[src/rtl/fifo_ctrl_pkg.sv]
// Shared FIFO constants (depth, pointer width, watermarks, data width) and the
// accepted-operation encoding used by the controller.
package fifo_ctrl_pkg;

    localparam int ADDR_W_DEF    = 3;
    localparam int DEPTH_DEF     = 2 ** ADDR_W_DEF;
    localparam int AF_THRESH_DEF = 6;
    localparam int AE_THRESH_DEF = 2;
    // Width of the memory word, shared with the memory and the probador.
    localparam int DATA_W        = 10;

    typedef enum logic [1:0] {
        OP_IDLE = 2'b00,
        OP_RD   = 2'b01,
        OP_WR   = 2'b10,
        OP_BOTH = 2'b11
    } op_e;

endpackage

[src/rtl/fifo_ctrl_if.sv]
// Handshake/status bundle between producer/consumer logic (master) and the
// FIFO controller (slave).
interface fifo_ctrl_if #(
    parameter int ADDR_W = fifo_ctrl_pkg::ADDR_W_DEF
);
    logic              push;
    logic              pop;
    logic              wr_enb;
    logic              rd_enb;
    logic [ADDR_W-1:0] wr_ptr;
    logic [ADDR_W-1:0] rd_ptr;
    logic              full;
    logic              empty;
    logic              almost_full;
    logic              almost_empty;
    logic [ADDR_W:0]   fifo_cnt;
    logic              overflow;
    logic              underflow;
    logic              data_valid;

    modport master (
        output push, pop,
        input  wr_enb, rd_enb, wr_ptr, rd_ptr, full, empty, almost_full,
               almost_empty, fifo_cnt, overflow, underflow, data_valid
    );

    modport slave (
        input  push, pop,
        output wr_enb, rd_enb, wr_ptr, rd_ptr, full, empty, almost_full,
               almost_empty, fifo_cnt, overflow, underflow, data_valid
    );
endinterface

[src/rtl/ptr_counter.sv]
// ADDR_W-bit wrapping address counter with synchronous reset and increment enable.
module ptr_counter #(
    parameter int ADDR_W = 3
) (
    input  logic              clk,
    input  logic              rst,
    input  logic              inc,
    output logic [ADDR_W-1:0] ptr
);

    always_ff @(posedge clk) begin
        if (rst) begin
            ptr <= '0;
        end else if (inc) begin
            ptr <= ptr + 1'b1;
        end
    end

endmodule

[src/rtl/fifo_ctrl.sv]
// Synchronous FIFO controller: pointers, occupancy, flags, sticky errors, read-valid.
// Define FIFO_WATERMARK_EN to derive almost_full/almost_empty from the thresholds.
module fifo_ctrl
    import fifo_ctrl_pkg::*;
#(
    parameter int ADDR_W    = ADDR_W_DEF,
    parameter int AF_THRESH = AF_THRESH_DEF,
    parameter int AE_THRESH = AE_THRESH_DEF
) (
    input  logic        clk,
    input  logic        rst,
    fifo_ctrl_if.slave  bus
);

    localparam int DEPTH = 2 ** ADDR_W;

    if (AF_THRESH < 0 || AF_THRESH > DEPTH || AE_THRESH < 0 || AE_THRESH > DEPTH) begin : g_thresh_chk
        $error("fifo_ctrl: watermark thresholds out of range");
    end

    logic [ADDR_W:0] cnt;
    logic            wr_acc;
    logic            rd_acc;
    logic            overflow_r;
    logic            underflow_r;
    logic            vld_p1;
    op_e             op;

    // Acceptance uses the registered count, so a full FIFO never reads and
    // writes the same slot on one edge, and an empty FIFO has no fall-through.
    assign wr_acc = bus.push & ~bus.full  & ~rst;
    assign rd_acc = bus.pop  & ~bus.empty & ~rst;

    always_comb begin
        op = OP_IDLE;
        case ({wr_acc, rd_acc})
            2'b10:   op = OP_WR;
            2'b01:   op = OP_RD;
            2'b11:   op = OP_BOTH;
            default: op = OP_IDLE;
        endcase
    end

    ptr_counter #(.ADDR_W(ADDR_W)) u_wr_ptr (
        .clk (clk),
        .rst (rst),
        .inc (wr_acc),
        .ptr (bus.wr_ptr)
    );

    ptr_counter #(.ADDR_W(ADDR_W)) u_rd_ptr (
        .clk (clk),
        .rst (rst),
        .inc (rd_acc),
        .ptr (bus.rd_ptr)
    );

    always_ff @(posedge clk) begin
        if (rst) begin
            cnt         <= '0;
            overflow_r  <= 1'b0;
            underflow_r <= 1'b0;
            vld_p1      <= 1'b0;
        end else begin
            case (op)
                OP_WR:   cnt <= cnt + 1'b1;
                OP_RD:   cnt <= cnt - 1'b1;
                default: cnt <= cnt;
            endcase
            overflow_r  <= overflow_r  | (bus.push & bus.full);
            underflow_r <= underflow_r | (bus.pop  & bus.empty);
            vld_p1      <= rd_acc;
        end
    end

    assign bus.wr_enb     = wr_acc;
    assign bus.rd_enb     = rd_acc;
    assign bus.fifo_cnt   = cnt;
    assign bus.full       = (cnt == (ADDR_W+1)'(DEPTH));
    assign bus.empty      = (cnt == '0);
    assign bus.overflow   = overflow_r;
    assign bus.underflow  = underflow_r;
    assign bus.data_valid = vld_p1;

`ifdef FIFO_WATERMARK_EN
    assign bus.almost_full  = (cnt >= (ADDR_W+1)'(AF_THRESH));
    assign bus.almost_empty = (cnt <= (ADDR_W+1)'(AE_THRESH));
`else
    assign bus.almost_full  = bus.full;
    assign bus.almost_empty = bus.empty;
`endif

endmodule

[src/flat_wrapper.sv]
// flat-port wrapper written by rule: the top's interface ports become plain ports
module fifo_ctrl_flat import fifo_ctrl_pkg::*;
#(
    parameter int ADDR_W    = ADDR_W_DEF,
    parameter int AF_THRESH = AF_THRESH_DEF,
    parameter int AE_THRESH = AE_THRESH_DEF
)
  (clk, rst, bus_push, bus_pop, bus_wr_enb, bus_rd_enb, bus_wr_ptr, bus_rd_ptr, bus_full, bus_empty, bus_almost_full, bus_almost_empty, bus_fifo_cnt, bus_overflow, bus_underflow, bus_data_valid);
  fifo_ctrl_if #(.ADDR_W(ADDR_W)) bus_i ();
  input  logic clk;
  input  logic rst;
  input wire logic [$bits(bus_i.push)-1:0] bus_push;
  input wire logic [$bits(bus_i.pop)-1:0] bus_pop;
  output wire logic [$bits(bus_i.wr_enb)-1:0] bus_wr_enb;
  output wire logic [$bits(bus_i.rd_enb)-1:0] bus_rd_enb;
  output wire logic [$bits(bus_i.wr_ptr)-1:0] bus_wr_ptr;
  output wire logic [$bits(bus_i.rd_ptr)-1:0] bus_rd_ptr;
  output wire logic [$bits(bus_i.full)-1:0] bus_full;
  output wire logic [$bits(bus_i.empty)-1:0] bus_empty;
  output wire logic [$bits(bus_i.almost_full)-1:0] bus_almost_full;
  output wire logic [$bits(bus_i.almost_empty)-1:0] bus_almost_empty;
  output wire logic [$bits(bus_i.fifo_cnt)-1:0] bus_fifo_cnt;
  output wire logic [$bits(bus_i.overflow)-1:0] bus_overflow;
  output wire logic [$bits(bus_i.underflow)-1:0] bus_underflow;
  output wire logic [$bits(bus_i.data_valid)-1:0] bus_data_valid;
  assign bus_i.push = bus_push;
  assign bus_i.pop = bus_pop;
  assign bus_wr_enb = bus_i.wr_enb;
  assign bus_rd_enb = bus_i.rd_enb;
  assign bus_wr_ptr = bus_i.wr_ptr;
  assign bus_rd_ptr = bus_i.rd_ptr;
  assign bus_full = bus_i.full;
  assign bus_empty = bus_i.empty;
  assign bus_almost_full = bus_i.almost_full;
  assign bus_almost_empty = bus_i.almost_empty;
  assign bus_fifo_cnt = bus_i.fifo_cnt;
  assign bus_overflow = bus_i.overflow;
  assign bus_underflow = bus_i.underflow;
  assign bus_data_valid = bus_i.data_valid;
  fifo_ctrl #(.ADDR_W(ADDR_W), .AF_THRESH(AF_THRESH), .AE_THRESH(AE_THRESH)) u_core (.clk(clk), .rst(rst), .bus(bus_i));
endmodule
[config.mk]
export PLATFORM = sky130hd
export DESIGN_NAME = fifo_ctrl_flat
export DESIGN_NICKNAME = d
export VERILOG_FILES = /design/src/rtl/fifo_ctrl_pkg.sv /design/src/rtl/fifo_ctrl_if.sv /design/src/rtl/ptr_counter.sv /design/src/rtl/fifo_ctrl.sv /design/src/flat_wrapper.sv
export SDC_FILE = /design/constraint.sdc
export NUM_CORES = 1
export LEC_CHECK = 0
export ABC_AREA = 1
export BUFFER_PORTS_ARGS = -buffer_cell sky130_fd_sc_hd__buf_2
export CORE_MARGIN = 2
export CORE_UTILIZATION = 52
export DETAILED_ROUTE_END_ITERATION = 10
export PLACE_DENSITY = 0.8
export SLEW_MARGIN = 20
export SYNTH_ARGS = -nofsm -noshare
export SYNTH_HDL_FRONTEND = slang
export SYNTH_SLANG_ARGS = --single-unit
[constraint.sdc]
create_clock -name clk -period 4.35 [get_ports clk]
set_input_delay 1.305 -clock clk [delete_from_list [all_inputs] [get_ports clk]]
set_output_delay 1.305 -clock clk [all_outputs]
set_load 0.01 [all_outputs]
* After elaboration in Yosys (flattened, before gate mapping)
Index checks and enable logic that the tools add are counted.
** Storage, ports and cells
- Register bits after elaboration :: 13
- Input bits :: 4
- Logic and storage cells :: 31
** Cells by class
- Add/sub/neg operators :: 4
- Equal/unequal tests :: 6
- Multiplexer cells :: 2
- Bitwise logic cells :: 11
- Reduce and logical (&&, ||, !) cells :: 2
** Operator list (number)
- 4-bit case mux with 2 select lines :: 1
- 3-bit by 1-bit adder with 3-bit output (second input constant) :: 2
- 1-bit AND :: 6
- 2-bit == test (second input constant) :: 3
- 2-bit case mux with 3 select lines :: 1
- 4-bit by 1-bit adder with 4-bit output (second input constant) :: 1
- 2-bit by 1-bit == test with 1-bit output (second input constant) :: 2
- 4-bit == test (second input constant) :: 1
- 4-bit zero test :: 1
- 4-bit by 1-bit subtractor with 4-bit output (second input constant) :: 1
- 1-bit inverter :: 3
- 1-bit OR :: 2
- 2-bit nonzero test :: 1

* Longest topological paths before layout
- Depth after elaboration :: 8
- Depth in mapped cells :: 15

* By module
Synthesis repeated with hierarchy kept, for this count alone.
** Unflattened totals
- Cell total of the unflattened synthesis :: 95
- Area, all modules :: 668.1 um^2
** Modules (own cells, without submodules)
- fifo_ctrl :: times used 1, cells an instance 61, area an instance 417.9 um^2
- ptr_counter :: times used 2, cells an instance 17, area an instance 125.1 um^2

* Worst setup path after synthesis
OpenSTA, ideal clock, no wires.
- Kind :: input-to-output
- Start point :: input port rst
- End point :: output port bus_wr_enb
- Arrival :: 1677 ps
- Required time :: 3045 ps
- Path slack :: 1368 ps
- Stages :: 2
- Path through :: buf_2 nor2_1
** On the way
- Word-level cells in the longest chain between the ends :: 2
** Ends and longest elaborated chain
- start: declaration :: line flat_wrapper.sv:11 : input logic rst;
- 1-bit inverter :: line fifo_ctrl.sv:31 : assign wr_acc = bus.push & ~bus.full & ~rst;
- 1-bit AND :: line fifo_ctrl.sv:31
- end: declaration :: line flat_wrapper.sv:14 : output wire logic [$bits(bus_i.wr_enb)-1:0] bus_wr_enb;
Every way passes these cells.

* Worst setup path after layout
Ends and elaborated chain as after synthesis.

==> flow_results.org <==
** Run status
- Result of the run :: finished clean

** GRT
- Total global-route track usage :: 17.9%
- First-pass GRT wire length :: approximately 2.4 mm
- Overflow left after global routing :: 0
- The number of global-route vias before repair was 627.
- Entering global routing, the biggest net connects 16 pins.
- The number of antenna violations at the first check in global routing was 0.

** Final layout
- Finished Core Util :: roughly two thirds
- Fillcell total :: 132
- Final non-filler cell total :: 131
- Post-route cell area :: 866 sq um
- At the end of the flow, the number of nets in the layout was between 100 and 150.
- The area growth from synthesis to layout is 18.5%.
- Share of layout cells above drive strength 1 :: 37.1%
- 0 antenna diodes ended up in the layout.

** Logic synthesis
- The portion of synthesized area spent on multiplexers is 0%.
- The synthesized netlist devotes 27.7% of its cell area to simple gates.
- Summed over all instances, the cell type with the most area after synthesis is sky130_fd_sc_hd__dfxtp_1.
- Post-synthesis share of cell area spent on full adders, half adders and majority gates :: 8.56%
- Warnings from Yosys :: 0
- Post-synth EDFFs :: 0
- Most frequently used flop master after synthesis :: sky130_fd_sc_hd__dfxtp_1
- Share of synthesized flip-flops with an asynchronous set or reset :: 0%
- Synthesized area :: approximately 730 sq um
- By area, the combinational part of the netlist is dominated by simple AND/OR/NAND/NOR gates.
- Synthesis produced a netlist with a net count of 102.
- The synthesized netlist contains 22 unique library cells.
- The commonest cells after synthesis are 14 x sky130_fd_sc_hd__inv_1, 13 x sky130_fd_sc_hd__dfxtp_1, 12 x sky130_fd_sc_hd__nand2_1, 7 x sky130_fd_sc_hd__a21oi_1, 7 x sky130_fd_sc_hd__nor2_1.
- Cell types with the largest area share after synthesis :: sky130_fd_sc_hd__dfxtp_1 36%, sky130_fd_sc_hd__ha_1 8.6%, sky130_fd_sc_hd__inv_1 7.2%
- Synthesized instance count :: 93
- The synthesized design contains 13 register bits.
- Share of the synthesized area in the top cell type :: 35.6%
- Dividing the synthesized area by the synthesized cell count gives 7.86 sq um.
- Share of synthesized area occupied by flip-flops and latches :: 35.6%
- The synthesized netlist devotes roughly 4.8% of its cell area to XOR and XNOR gates.
- Most instantiated library cell after synthesis :: sky130_fd_sc_hd__inv_1
- Post-synthesis compound-gate area fraction :: 10.8%

** CTS
- After clock tree synthesis, the clock-pin slew on the worst setup and hold paths is 0.08 ns.
- Number of post-CTS setup repair buffers :: 0
- Cts repair resizes :: 0
- The longest clock path from root to sink contains 2 buffers.
- TritonCTS Buffers :: 3
- The clock reaches the later pin of the worst-skew pair after 0.28 ns.
- CTS saw 13 sinks.
- The tree is rooted in a sky130_fd_sc_hd__clkbuf_4.
- In this run the number of H-tree levels came out at 1.
- TritonCTS clock tree :: yes
- Buffers inserted to repair hold after CTS numbered 0.

** Die
- Overall die height :: 41.5 um
- The die covers 1720 sq um.
- Number of primary I/O pins :: 23
- The initialized floorplan defines 13 standard-cell rows.
- Starting utilization of the core area :: 56.2%
- The die is around 41 um wide.
- Core ar. :: around 1300 sq um

** Place
- Routability-driven placement finished with a final weighted congestion of 0.822.
- Cell total after placement :: 127
- Count of buffers from port buffering :: 22
- Timing analysis after detailed placement gives a worst setup slack of 1.20 ns.
- Area post-placement :: 840 sq um
- Post-detailed-placement half-perimeter wirelength :: ~1.1 mm

** Timing
- Setup Total Neg Slack :: 0 ns
- The max-slew violation count was 0.
- The worst pin sits at a relative slew slack of between 70 and 80%.
- Clock tree skew after final layout :: 0.00136 ns
- Share of the cycle needed by the critical path after routing :: 72.4%
- Final setup margin :: 1.20 ns
- The clock period could shrink to roughly 3.2 ns.
- Worst-Margin Slew :: 0.313 ns
- Total of endpoints with negative setup slack in the final report :: 0
- Setup repair after global routing left no endpoint under its margin.
- The number of endpoints with negative hold slack in the final report was 0.
- Static timing analysis puts the maximum clock frequency at 0.317 GHz.

** Detailed routing
- Wire length per cell after detailed routing :: 10.7 um
- Residual DRC count :: 0
- Ratio of routed vias to standard cells :: 4.96
- The first detailed-routing pass took 3 iterations.
- The final layout contains routed wiring with a total length of 1.40 mm.
- Final antenna-violating net count :: 0
- Count of vias placed by the detailed router :: 650
- In this run, the number of DRC markers left after iteration 0 of detailed routing was 4.

** Min path
- Class of the most critical hold timing path :: reg2reg

** Pwr
- Dividing total power by cell area gives a power density of between 400 and 500 nW/um^2.
- IR analysis of the VDD net gives a maximum drop of 0.247 mV.
- Pleak :: 0.000456 uW

** Setup path
- Maximum net fanout on the critical path :: 15
- Critical path class :: in2out
- Data on the critical path is required at its endpoint by 3.04 ns.
- STA classifies the critical path startpoint as an input port.
- STA classifies the critical path endpoint as an output port.
- For the worst setup path, the data arrival time is roughly 1.9 ns.

** Run
- Number of violations of the max-capacitance limit :: 0
==> worst max-delay path, stage by stage <==
cell and delay, ns:
sky130_fd_sc_hd__buf_2 0.28, sky130_fd_sc_hd__nor2_1 0.11, sky130_fd_sc_hd__buf_2 0.15
==> cells in the final DEF (no fill, tap or decap) <==
master / instances
sky130_fd_sc_hd__inv_2: 5
sky130_fd_sc_hd__a21oi_1: 7
sky130_fd_sc_hd__nand3_2: 4
sky130_fd_sc_hd__o21ai_0: 2
sky130_fd_sc_hd__ha_1: 5
sky130_fd_sc_hd__nand2_4: 2
sky130_fd_sc_hd__nor3b_2: 1
sky130_fd_sc_hd__inv_1: 14
sky130_fd_sc_hd__clkbuf_4: 3
sky130_fd_sc_hd__nand2_2: 1
sky130_fd_sc_hd__nor2_2: 2
sky130_fd_sc_hd__nor3_1: 1
sky130_fd_sc_hd__nand3_1: 2
sky130_fd_sc_hd__dfxtp_1: 13
sky130_fd_sc_hd__o21ai_1: 5
sky130_fd_sc_hd__nand2_1: 12
sky130_fd_sc_hd__clkbuf_1: 1
sky130_fd_sc_hd__a21oi_2: 1
sky130_fd_sc_hd__nor2_4: 2
sky130_fd_sc_hd__buf_2: 22
sky130_fd_sc_hd__xnor2_1: 2
sky130_fd_sc_hd__nor2_1: 7
sky130_fd_sc_hd__xor2_1: 2
==> metrics by stage <==
stage | power, uW | hold slack [ns]
2_1_floorplan | 283 | 0.474
3_3_place_gp | 321 | 0.436
3_5_place_dp | 328 | 0.440
4_1_cts | 406 | 0.452
5_1_grt | 429 | 0.487
6_report | 401 | 0.450
==> cell families after synthesis <==
family                     after synthesis
xor gates and xnor gates                 4
buffers and inverters                   22
adders and majority gates                5
AOI/OAI and AO/OA                       15
and+or+nand+nor                         34
DFF                                     13
==> power breakdown <==
part | switching [uW] | leakage [uW] | internal, uW | total [uW]
Combinational | 100 | 0.000335 | 66.5 | 167
Sequential | 20.2 | 0.000107 | 138 | 159
Clock | 40.2 | 0.0000150 | 35.6 | 75.9
==> per-layer routing <==
layer | wire (um) | share of wire, % | track usage, %
met5 | 0 | 0 | 0
met4 | 44 | 3.2 | 13.5
met3 | 62 | 4.4 | 3.04
met2 | 703 | 50 | 31.6
met1 | 586 | 42 | 18.5
==> layout make-up <==
class	instances	area [sq um]	share of cell area [%]
Sequential cell	13	260	30.1
Tap cell	15	18.8	2.17
Clock buffer	4	26.3	3.03
Timing Repair Buffer	22	110	12.7
Multi-Input combinational cell	58	379	43.8
Inverter	19	71.3	8.24
==> registers in the layout, indices dropped and copies added (netlist names) <==
| register | cells |
|---|---|
| u_core.bus.data_valid | 1 |
| u_core.u_rd_ptr.ptr | 3 |
| u_core.bus.underflow | 1 |
| u_core.bus.fifo_cnt | 4 |
| u_core.bus.overflow | 1 |
| u_core.u_wr_ptr.ptr | 3 |
==> worst paths after layout <==
check                                                    startpoint                                  end  slack, ns  depth (start not counted)
worst max-delay path                                            rst                           bus_wr_enb       1.20                          3
worst min-delay path                u_core.bus.underflow$_SDFF_PP0_      u_core.bus.underflow$_SDFF_PP0_       0.45                          2
worst max register to register  u_core.bus.fifo_cnt[0]$_SDFFE_PP0P_  u_core.bus.fifo_cnt[2]$_SDFFE_PP0P_       2.26                         14
worst min register to register      u_core.bus.underflow$_SDFF_PP0_      u_core.bus.underflow$_SDFF_PP0_       0.45                          2
Power figures use the tool's default switching activity.
